## src/rtl/ir_pulse_tx.sv

```systemverilog
// ir_pulse_tx: parametrised pulse-distance IR transmitter.
//
// Takes one command word per frame over a valid/ready handshake. It sends a
// leader mark and space, DATA_W bit cells (a fixed mark followed by a short
// or long space) and a stop mark, and then holds the line low for GAP cycles
// before it accepts the next word. Every phase lasts exactly its parameter
// in clk cycles.
//
// Ports:
//   clk        system clock
//   reset      asynchronous, active-high reset
//   cmd_data   command word to transmit (latched on accept)
//   cmd_valid  cmd_data is valid
//   cmd_ready  block can accept a command (high only in IDLE)
//   abort      synchronous abort of the frame in progress
//   busy       frame or gap in progress
//   done       one-cycle pulse on normal frame completion
//   ir_env     unmodulated envelope, 1 = mark
//   ir_mod     ir_env ANDed with the carrier
//
// All outputs are registered from the next-state logic, so they change on the
// same edge as the state they describe.

module ir_pulse_tx #(
    parameter int DATA_W       = 32,
    parameter int MSB_FIRST    = 1,
    parameter int CNT_W        = 20,
    parameter int LEAD_MARK    = 225000,
    parameter int LEAD_SPACE   = 225000,
    parameter int BIT_MARK     = 28000,
    parameter int ZERO_SPACE   = 28000,
    parameter int ONE_SPACE    = 84500,
    parameter int STOP_MARK    = 28000,
    parameter int GAP          = 100000,
    parameter int CARRIER_HALF = 658
) (
    input  logic              clk,
    input  logic              reset,
    input  logic [DATA_W-1:0] cmd_data,
    input  logic              cmd_valid,
    output logic              cmd_ready,
    input  logic              abort,
    output logic              busy,
    output logic              done,
    output logic              ir_env,
    output logic              ir_mod
);

    localparam int IDX_W = (DATA_W > 1) ? $clog2(DATA_W) : 1;

    // Terminal counts: a phase of N cycles ends when the counter reads N-1.
    localparam logic [CNT_W-1:0] LM_LAST  = CNT_W'(LEAD_MARK - 1);
    localparam logic [CNT_W-1:0] LS_LAST  = CNT_W'(LEAD_SPACE - 1);
    localparam logic [CNT_W-1:0] BM_LAST  = CNT_W'(BIT_MARK - 1);
    localparam logic [CNT_W-1:0] ZS_LAST  = CNT_W'(ZERO_SPACE - 1);
    localparam logic [CNT_W-1:0] OS_LAST  = CNT_W'(ONE_SPACE - 1);
    localparam logic [CNT_W-1:0] SM_LAST  = CNT_W'(STOP_MARK - 1);
    localparam logic [CNT_W-1:0] GAP_LAST = CNT_W'((GAP > 0) ? GAP - 1 : 0);
    localparam logic [CNT_W-1:0] CAR_LAST = CNT_W'((CARRIER_HALF > 0) ? CARRIER_HALF - 1 : 0);
    localparam logic [IDX_W-1:0] IDX_LAST = IDX_W'(DATA_W - 1);

    typedef enum logic [2:0] {
        ST_IDLE,
        ST_LMARK,
        ST_LSPACE,
        ST_BMARK,
        ST_BSPACE,
        ST_SMARK,
        ST_GAP
    } state_t;

    state_t            state;
    state_t            state_next;
    logic [CNT_W-1:0]  phase_cnt;
    logic [CNT_W-1:0]  phase_last;
    logic              phase_end;
    logic [IDX_W-1:0]  bit_idx;
    logic [IDX_W-1:0]  bit_idx_next;
    logic              last_bit;
    logic [DATA_W-1:0] word;
    logic [DATA_W-1:0] word_rev;
    logic [DATA_W-1:0] word_sel;
    logic              cur_bit;
    logic              accept;
    logic              done_next;
    logic              mark_cur;
    logic              mark_next;
    logic              mark_entry;
    logic [CNT_W-1:0]  car_cnt;
    logic [CNT_W-1:0]  car_cnt_next;
    logic              car_ph;
    logic              car_ph_next;

    // Bit order is handled by reversing the latched word, so the bit index
    // always counts up from 0 regardless of MSB_FIRST.
    always_comb begin
        for (int i = 0; i < DATA_W; i++) begin
            word_rev[i] = word[DATA_W-1-i];
        end
        word_sel = (MSB_FIRST != 0) ? word_rev : word;
        cur_bit  = word_sel[bit_idx];
        last_bit = (bit_idx == IDX_LAST);
    end

    // Length of the phase currently running; the bit space depends on the bit.
    always_comb begin
        phase_last = '0;
        case (state)
            ST_LMARK:  phase_last = LM_LAST;
            ST_LSPACE: phase_last = LS_LAST;
            ST_BMARK:  phase_last = BM_LAST;
            ST_BSPACE: phase_last = cur_bit ? OS_LAST : ZS_LAST;
            ST_SMARK:  phase_last = SM_LAST;
            ST_GAP:    phase_last = GAP_LAST;
            default:   phase_last = '0;
        endcase
        phase_end = (phase_cnt == phase_last);
    end

    // State register.
    always_ff @(posedge clk or posedge reset) begin
        if (reset) begin
            state <= ST_IDLE;
        end else begin
            state <= state_next;
        end
    end

    // Next-state logic. Abort outranks phase completion, so an abort on the
    // last stop-mark cycle suppresses done and skips the gap.
    always_comb begin
        state_next   = state;
        accept       = 1'b0;
        done_next    = 1'b0;
        bit_idx_next = bit_idx;
        if (state == ST_IDLE) begin
            if (cmd_valid && cmd_ready && !abort) begin
                accept       = 1'b1;
                bit_idx_next = '0;
                state_next   = ST_LMARK;
            end
        end else if (abort) begin
            state_next = ST_IDLE;
        end else if (phase_end) begin
            case (state)
                ST_LMARK:  state_next = ST_LSPACE;
                ST_LSPACE: state_next = ST_BMARK;
                ST_BMARK:  state_next = ST_BSPACE;
                ST_BSPACE: begin
                    if (last_bit) begin
                        state_next = ST_SMARK;
                    end else begin
                        bit_idx_next = bit_idx + 1'b1;
                        state_next   = ST_BMARK;
                    end
                end
                ST_SMARK: begin
                    done_next  = 1'b1;
                    state_next = (GAP > 0) ? ST_GAP : ST_IDLE;
                end
                ST_GAP:    state_next = ST_IDLE;
                default:   state_next = ST_IDLE;
            endcase
        end
    end

    // Carrier: restarts on a high half at every mark entry so each mark
    // begins with the LED on; with CARRIER_HALF=0 it is held high.
    always_comb begin
        mark_cur   = (state == ST_LMARK) || (state == ST_BMARK) || (state == ST_SMARK);
        mark_next  = (state_next == ST_LMARK) || (state_next == ST_BMARK) ||
                     (state_next == ST_SMARK);
        mark_entry = mark_next && !mark_cur;
        car_cnt_next = car_cnt;
        car_ph_next  = car_ph;
        if (CARRIER_HALF == 0) begin
            car_cnt_next = '0;
            car_ph_next  = 1'b1;
        end else if (mark_entry) begin
            car_cnt_next = '0;
            car_ph_next  = 1'b1;
        end else if (car_cnt == CAR_LAST) begin
            car_cnt_next = '0;
            car_ph_next  = !car_ph;
        end else begin
            car_cnt_next = car_cnt + 1'b1;
        end
    end

    // Datapath and registered outputs.
    always_ff @(posedge clk or posedge reset) begin
        if (reset) begin
            phase_cnt <= '0;
            bit_idx   <= '0;
            word      <= '0;
            car_cnt   <= '0;
            car_ph    <= 1'b0;
            cmd_ready <= 1'b1;
            busy      <= 1'b0;
            done      <= 1'b0;
            ir_env    <= 1'b0;
            ir_mod    <= 1'b0;
        end else begin
            if (state_next != state || state_next == ST_IDLE) begin
                phase_cnt <= '0;
            end else begin
                phase_cnt <= phase_cnt + 1'b1;
            end
            if (accept) begin
                word <= cmd_data;
            end
            bit_idx   <= bit_idx_next;
            car_cnt   <= car_cnt_next;
            car_ph    <= car_ph_next;
            cmd_ready <= (state_next == ST_IDLE);
            busy      <= (state_next != ST_IDLE);
            done      <= done_next;
            ir_env    <= mark_next;
            ir_mod    <= mark_next && car_ph_next;
        end
    end

endmodule

```

## config.mk

```make
export PLATFORM = sky130hd
export DESIGN_NAME = ir_pulse_tx
export DESIGN_NICKNAME = d
export VERILOG_FILES = /design/src/rtl/ir_pulse_tx.sv
export SDC_FILE = /design/constraint.sdc
export NUM_CORES = 1
export LEC_CHECK = 0
export CAP_MARGIN = 15
export CORE_MARGIN = 8
export CORE_UTILIZATION = 35
export DETAILED_ROUTE_END_ITERATION = 8
export PLACE_DENSITY = 0.62
export SYNTH_ARGS = -nofsm -noshare
export SYNTH_HDL_FRONTEND = slang
export SYNTH_SLANG_ARGS = --single-unit
```

## constraint.sdc

```tcl
create_clock -name clk -period 2.8 [get_ports clk]
set_input_delay 0.28 -clock clk [delete_from_list [all_inputs] [get_ports clk]]
set_output_delay 0.28 -clock clk [all_outputs]
set_load 0.01 [all_outputs]
```

==> results of run 1 <==
[power by group]
group	total, uW	switching [uW]	internal, uW
combinational	1530	866	660
clock	1140	491	653
sequential	1760	217	1540
total	4430	1570	2850
[sequential cells by signal (all words and copies together), names as in the netlist, 3 cells and up]
| name | flops |
|---|---|
| state | 3 |
| bit_idx | 5 |
| car_cnt | 20 |
| phase_cnt | 20 |
| word | 32 |
[kinds of logic after synthesis]
logic type	synth area share [%]
muxes	4.52
xor gates and xnor gates	6.70
AOI/OAI and AO/OA	9.62
buffers and inverters	4.34
DFF	44.5
adders and majority gates	1.29
and+or+nand+nor	29.0
[layout make-up]
| class | count | area share [%] |
|---|---|---|
| repair buffers | 66 | 10.7 |
| inverters | 9 | 0.602 |
| clock buffers | 12 | 4.40 |
| clock inverters | 4 | 0.516 |
| well taps | 180 | 3.87 |
| flip-flops and latches | 86 | 37.0 |
| multi-input cells | 420 | 42.9 |
[placed cells by master, fill, tap and decap left out, types with 8 or more instances in the layout]
master | Yosys | routed
nor2b_1 | 8 | 8
inv_1 | 9 | 8
nand2_1 | 137 | 137
nand2b_1 | 11 | 11
nand3_1 | 22 | 22
xnor2_1 | 22 | 22
buf_4 | 0 | 23
and3_1 | 35 | 35
nor2_1 | 41 | 41
a21oi_1 | 10 | 10
mux2i_1 | 17 | 17
clkdlybuf4s50_1 | 0 | 40
clkbuf_16 | 0 | 9
dfrtp_1 | 85 | 83
nor3_1 | 19 | 18
xor2_1 | 15 | 15
[worst paths after layout]
kind | start | end | slack, ps | cells past startpoint
setup reg to reg | bit_idx[1] | state[1] | 100 | 10
hold / removal | reset | car_cnt[4] | 230 | 2
max in group asynchronous | reset | state[2] | 1860 | 3
setup / recovery | bit_idx[1] | state[1] | 100 | 10
hold reg to reg | word[4] | word[4] | 470 | 2
min in group clk | cmd_data[24] | word[24] | 460 | 3
[what timing repair did]
item | CTS | global route
gates resized for setup | 1 | 5
buffers inserted | 0 | 1
gates cloned | 0 | 0
setup endpoints to repair | 4 | 50
[metrics by stage]
| stage | setup TNS, ps | utilization [%] | std cells |
|---|---|---|---|
| after detailed placement | -17.5 | 40.1 | 759 |
| after floorplan | 0 | - | 551 |
| after global routing | 0 | 42.5 | 777 |
| after CTS | 0 | 42.2 | 775 |
| final | 0 | 42.5 | 777 |
| after global placement | 0 | 40.1 | 759 |
[metal layers]
| layer | part of all wire (%) | vias to the layer above | global-route usage (%) |
|---|---|---|---|
| li1 | - | 1963 | - |
| met2 | 45 | 103 | 19.9 |
| met3 | 5.3 | 23 | 3.69 |
| met5 | 0 | - | 0 |
| met4 | 2.0 | 0 | 5.30 |
| met1 | 48 | 1866 | 17.7 |
==> results_dict.tcl, run 1 <==
set metrics [dict create \
    status "finished, final reports clean" \
    layout.nets 633 \
    io_pins 41 \
    ir_worst_vdd_uv 390 \
    area.growth.synth_to_final_pct 20.3 \
    critPathBufInv 2 \
    synth-edff-count 0 \
    drive_above_1_share_pct 9.88 \
    grt_usage_pct 13.3 \
    multiInputGateArea_um2 2500 \
    synth.most_common_cell "nand2_1" \
    max_clock_freq_mhz 371 \
    crit_path_max_incr_delay_ps 490 \
    p_leak_uw 0.00272 \
    synth_common_cells "nand2_1, dfrtp_1, nor2_1, and3_1" \
    die_w_um 134 \
    grt_pass1_vias 3888 \
    synthArstFlopShare_pct 100 \
    syn_nets 592 \
    rsz0062_at_grt "false" \
    grt_pass1_wl_um 19500 \
    crit_top_cell "buf_4" \
    port_buffers 40 \
    rows 43 \
    dr.pass1.iters 4 \
    start_util_pct 35.3 \
    finalHoldViolations 0 \
    routedWlPerCell_um 14.6 \
    ys_types 62 \
    dr.first_iter.drc_count 179 \
    clock-sinks 86 \
    place_hpwl_um 8210 \
    fp.dieH_um 134 \
    period_needed_ps 2700 \
    gp_congestion 0.878 \
    setup_slack_ps 102 \
    critPathMaxFanout 14 \
    clock_latency_ps 350 \
    via_per_inst 5.09 \
    finalSetupViolCount 0 \
    ys_ff_latch 86 \
    clock_skew_ps 7.86 \
    design.core.area_um2 13700 \
    maxCapViolCount 0 \
    synth_area_per_cell_um2 8.78 \
    yosysSeqAreaShare_pct 44.5 \
    crit_arrival_ps 2930 \
    relSlewSlack_pct 63.3 \
    stdcell_area_um2 5820 \
    slowest_stage "mux4_2" \
    required_ps 3030 \
    crit_type "register to register" \
    hp-class "input port to asynchronous set/reset pin" \
    wirelength_um 11400 \
    die_area_um2 17800 \
    place_ws_ps -8.93 \
    cts_tree "yes" \
    syn_inst 551 \
    drcViolationCount 0 \
    dr_total_vias 3955 \
    synth.area.top_cells "dfrtp_1, nand2_1, and3_1" \
    grt_antenna_before_repair 0 \
    fin_crit_sh_pct 96.3 \
    yosys_most_used_dff "dfrtp_1" \
    path_delay_family "compound AO/OA/AOI/OAI gates" \
    p_total_uw 4430 \
    start_kind "register" \
    netlist.top_cell.by_area "dfrtp_1" \
    ant_nets 0 \
    area.sequential_um2 2160 \
    dpl_cell_area_um2 5500 \
    h-tree-depth 3 \
    yosysTopAreaCellShare_pct 44.0 \
    power_density_nw_per_um2 760 \
    grt_max_degree 40 \
    worstSetupEndpointType "register" \
    ys_warn_count 0 \
    cts_buffers 9 \
    diodes 0 \
    path_clk_slew_ps 60 \
    ctsHoldBuffers 0 \
    slew_viol_final 0 \
    clockBufferDepth 2 \
    root_buffer "clkbuf_16" \
    fillers 1355 \
    gr-total-overflow 0 \
    synth_area_um2 4840 \
    tightest_slew_ps 547 \
    worstPathCellList "buf_4, mux4_2, a2bb2oi_1, a22oi_4, nand3_2, a211oi_2, nor3_2, buf_4, and2_2, a2111oi_4" \
    holdWs_ps 229 \
]
Note: power is estimated with default switching activity, not from simulation.
==> run 2: changes to the inputs <==
Clock period 2.8 ns to 2.65 ns, I/O delays scaled along.
==> run 2 against run 1 <==
- global-route usage about the same
- via count up 2.1%
- sequential power up 5%
- die area unchanged
- register-to-register slack about the same
- clock power up 28%
- non-clock buffer count up 8
- critical path type unchanged
- largest cell class unchanged
- largest power group unchanged
- highest routed layer unchanged
==> results_dict.tcl, run 2 (same netlist as run 1, synthesis figures left out) <==
set metrics [dict create \
    r2r_slack_ps 90 \
    crit_path_max_incr_delay_ps 510 \
    fin_crit_sh_pct 96.4 \
    crit_top_cell "a211oi_2" \
    grt_usage_pct 13.2 \
    clock_latency_ps 340 \
    fp.dieH_um 134 \
    required_ps 2900 \
    worstPathCellList "mux4_2, a2bb2oi_1, a22oi_4, nand3_4, a211oi_2, nor3_2, buf_4, a211o_1, a211oi_2" \
    via_per_inst 5.15 \
    crit_arrival_ps 2810 \
    cts_buffers 9 \
    slowest_stage "mux4_2" \
    finalHoldViolations 0 \
    slew_viol_final 0 \
    rows 43 \
    tightest_slew_ps 677 \
    critPathMaxFanout 7 \
    crit_type "register to register" \
    hp-class "input port to asynchronous set/reset pin" \
    fillers 1328 \
    clock_skew_ps 7.72 \
    largest_register_ffs 32 \
    rsz0062_at_grt "true" \
    grt_max_degree 44 \
    period_needed_ps 2560 \
    finalSetupViolCount 0 \
    setup_tns_ps 0 \
    port_buffers 40 \
    grt_pass1_wl_um 19600 \
    drive_above_1_share_pct 13.7 \
    max_clock_freq_mhz 391 \
    ir_worst_vdd_uv 380 \
    power_density_nw_per_um2 852 \
    largest-register "word" \
    io_pins 41 \
    start_kind "register" \
    setup_slack_ps 94.1 \
    largestRegisters "word: 32 flops, car_cnt: 20 flops, phase_cnt: 20 flops" \
    final_cell_mix "nand2_1, dfrtp_1, nor2_1, clkdlybuf4s50_1, and3_1" \
    start_util_pct 35.3 \
    cp-endpoint "ir_mod" \
    routedWlPerCell_um 14.8 \
    fin_cells 785 \
    place_inst 766 \
    final_common_cell "nand2_1" \
    root_buffer "clkbuf_16" \
    diodes 0 \
    dr.pass1.iters 5 \
    place_hpwl_um 8200 \
    path_clk_slew_ps 60 \
    r2r_start "bit_idx[1]" \
    cp-startpoint "bit_idx[1]" \
    cts_tree "yes" \
    ctsHoldBuffers 0 \
    rr_endpoint "ir_mod" \
    die_area_um2 17800 \
    grt_pass1_vias 3955 \
    multiInputGateArea_um2 2570 \
    reg2reg_depth 9 \
    layout.nets 642 \
    dr_total_vias 4040 \
    clockBufferDepth 2 \
    drcViolationCount 0 \
    clock-sinks 86 \
    gr-total-overflow 0 \
    worstSetupEndpointType "register" \
    place_ws_ps -82.0 \
    gp_congestion 0.863 \
    die_w_um 134 \
    wirelength_um 11600 \
    dr.first_iter.drc_count 254 \
    area.sequential_um2 2160 \
    design.core.area_um2 13700 \
    grt_antenna_before_repair 0 \
    status "finished, final reports clean" \
    p_leak_uw 0.00281 \
    relSlewSlack_pct 54.5 \
    h-tree-depth 3 \
    area.growth.synth_to_final_pct 24.7 \
    maxCapViolCount 0 \
    ant_nets 0 \
]
==> run 2: worst min path at each step <==
| stage | start | to | slack (ps) | depth (start not counted) |
|---|---|---|---|---|
| 2_1_floorplan | cmd_data[0] | word[0] | 370 | 2 |
| 3_3_place_gp | word[13] | word[13] | 460 | 2 |
| 3_5_place_dp | word[14] | word[14] | 460 | 2 |
| 4_1_cts | reset | word[5] | 260 | 2 |
| 5_1_grt | reset | word[0] | 290 | 2 |
| 6_report | reset | word[0] | 250 | 2 |
==> run 2: per-layer routing <==
| layer | share of wire, % | wire [um] | vias up | track usage [%] |
|---|---|---|---|---|
| met2 | 45 | 5200 | 107 | 20.0 |
| met1 | 48 | 5630 | 1945 | 17.9 |
| li1 | - | - | 1973 | - |
| met5 | 0 | 0 | - | 0 |
| met4 | 1.9 | 217 | 0 | 5.24 |
| met3 | 4.9 | 564 | 15 | 2.94 |
==> run 2: layout make-up <==
type                            count  share of cell area [%]
Multi-Input combinational cell    421                    42.5
Sequential cell                    86                    35.7
Inverter                            9                   0.580
Clock inverter                      5                    1.78
Tap cell                          180                    3.73
Clock buffer                       10                    3.96
Timing Repair Buffer               74                    11.7
==> run 2: stage by stage <==
step           util, %  total power (uW)  area, um2  hold WS, ps
2_1_floorplan        -              2950       4840          370
3_3_place_gp      40.6              3480       5570          460
3_5_place_dp      40.6              3530       5570          462
4_1_cts           43.2              5010       5930          264
5_1_grt           44.0              5480       6040          292
6_report          44.0              5150       6040          254
==> run 2: what timing repair did <==
item | in CTS | in global routing
endpoints found under the setup margin | 21 | 52
buffers inserted | 1 | 1
pin swaps | 0 | 11
resized for setup | 1 | 28
gates cloned | 0 | 2
==> run 2: power by group <==
group / switching, uW / internal, uW
Combinational: 1010 / 822
Sequential: 226 / 1630
Clock: 514 / 944
Total: 1750 / 3390
==> run 2: worst max-delay path, delay by kind of cell, from the launching register on <==
kind	cells	cell delay, ps
flip-flops	1	410
AO/OA/AOI/OAI	5	1170
multiplexers	1	510
buffers and inverters	1	170
AND/OR/NAND/NOR	2	210
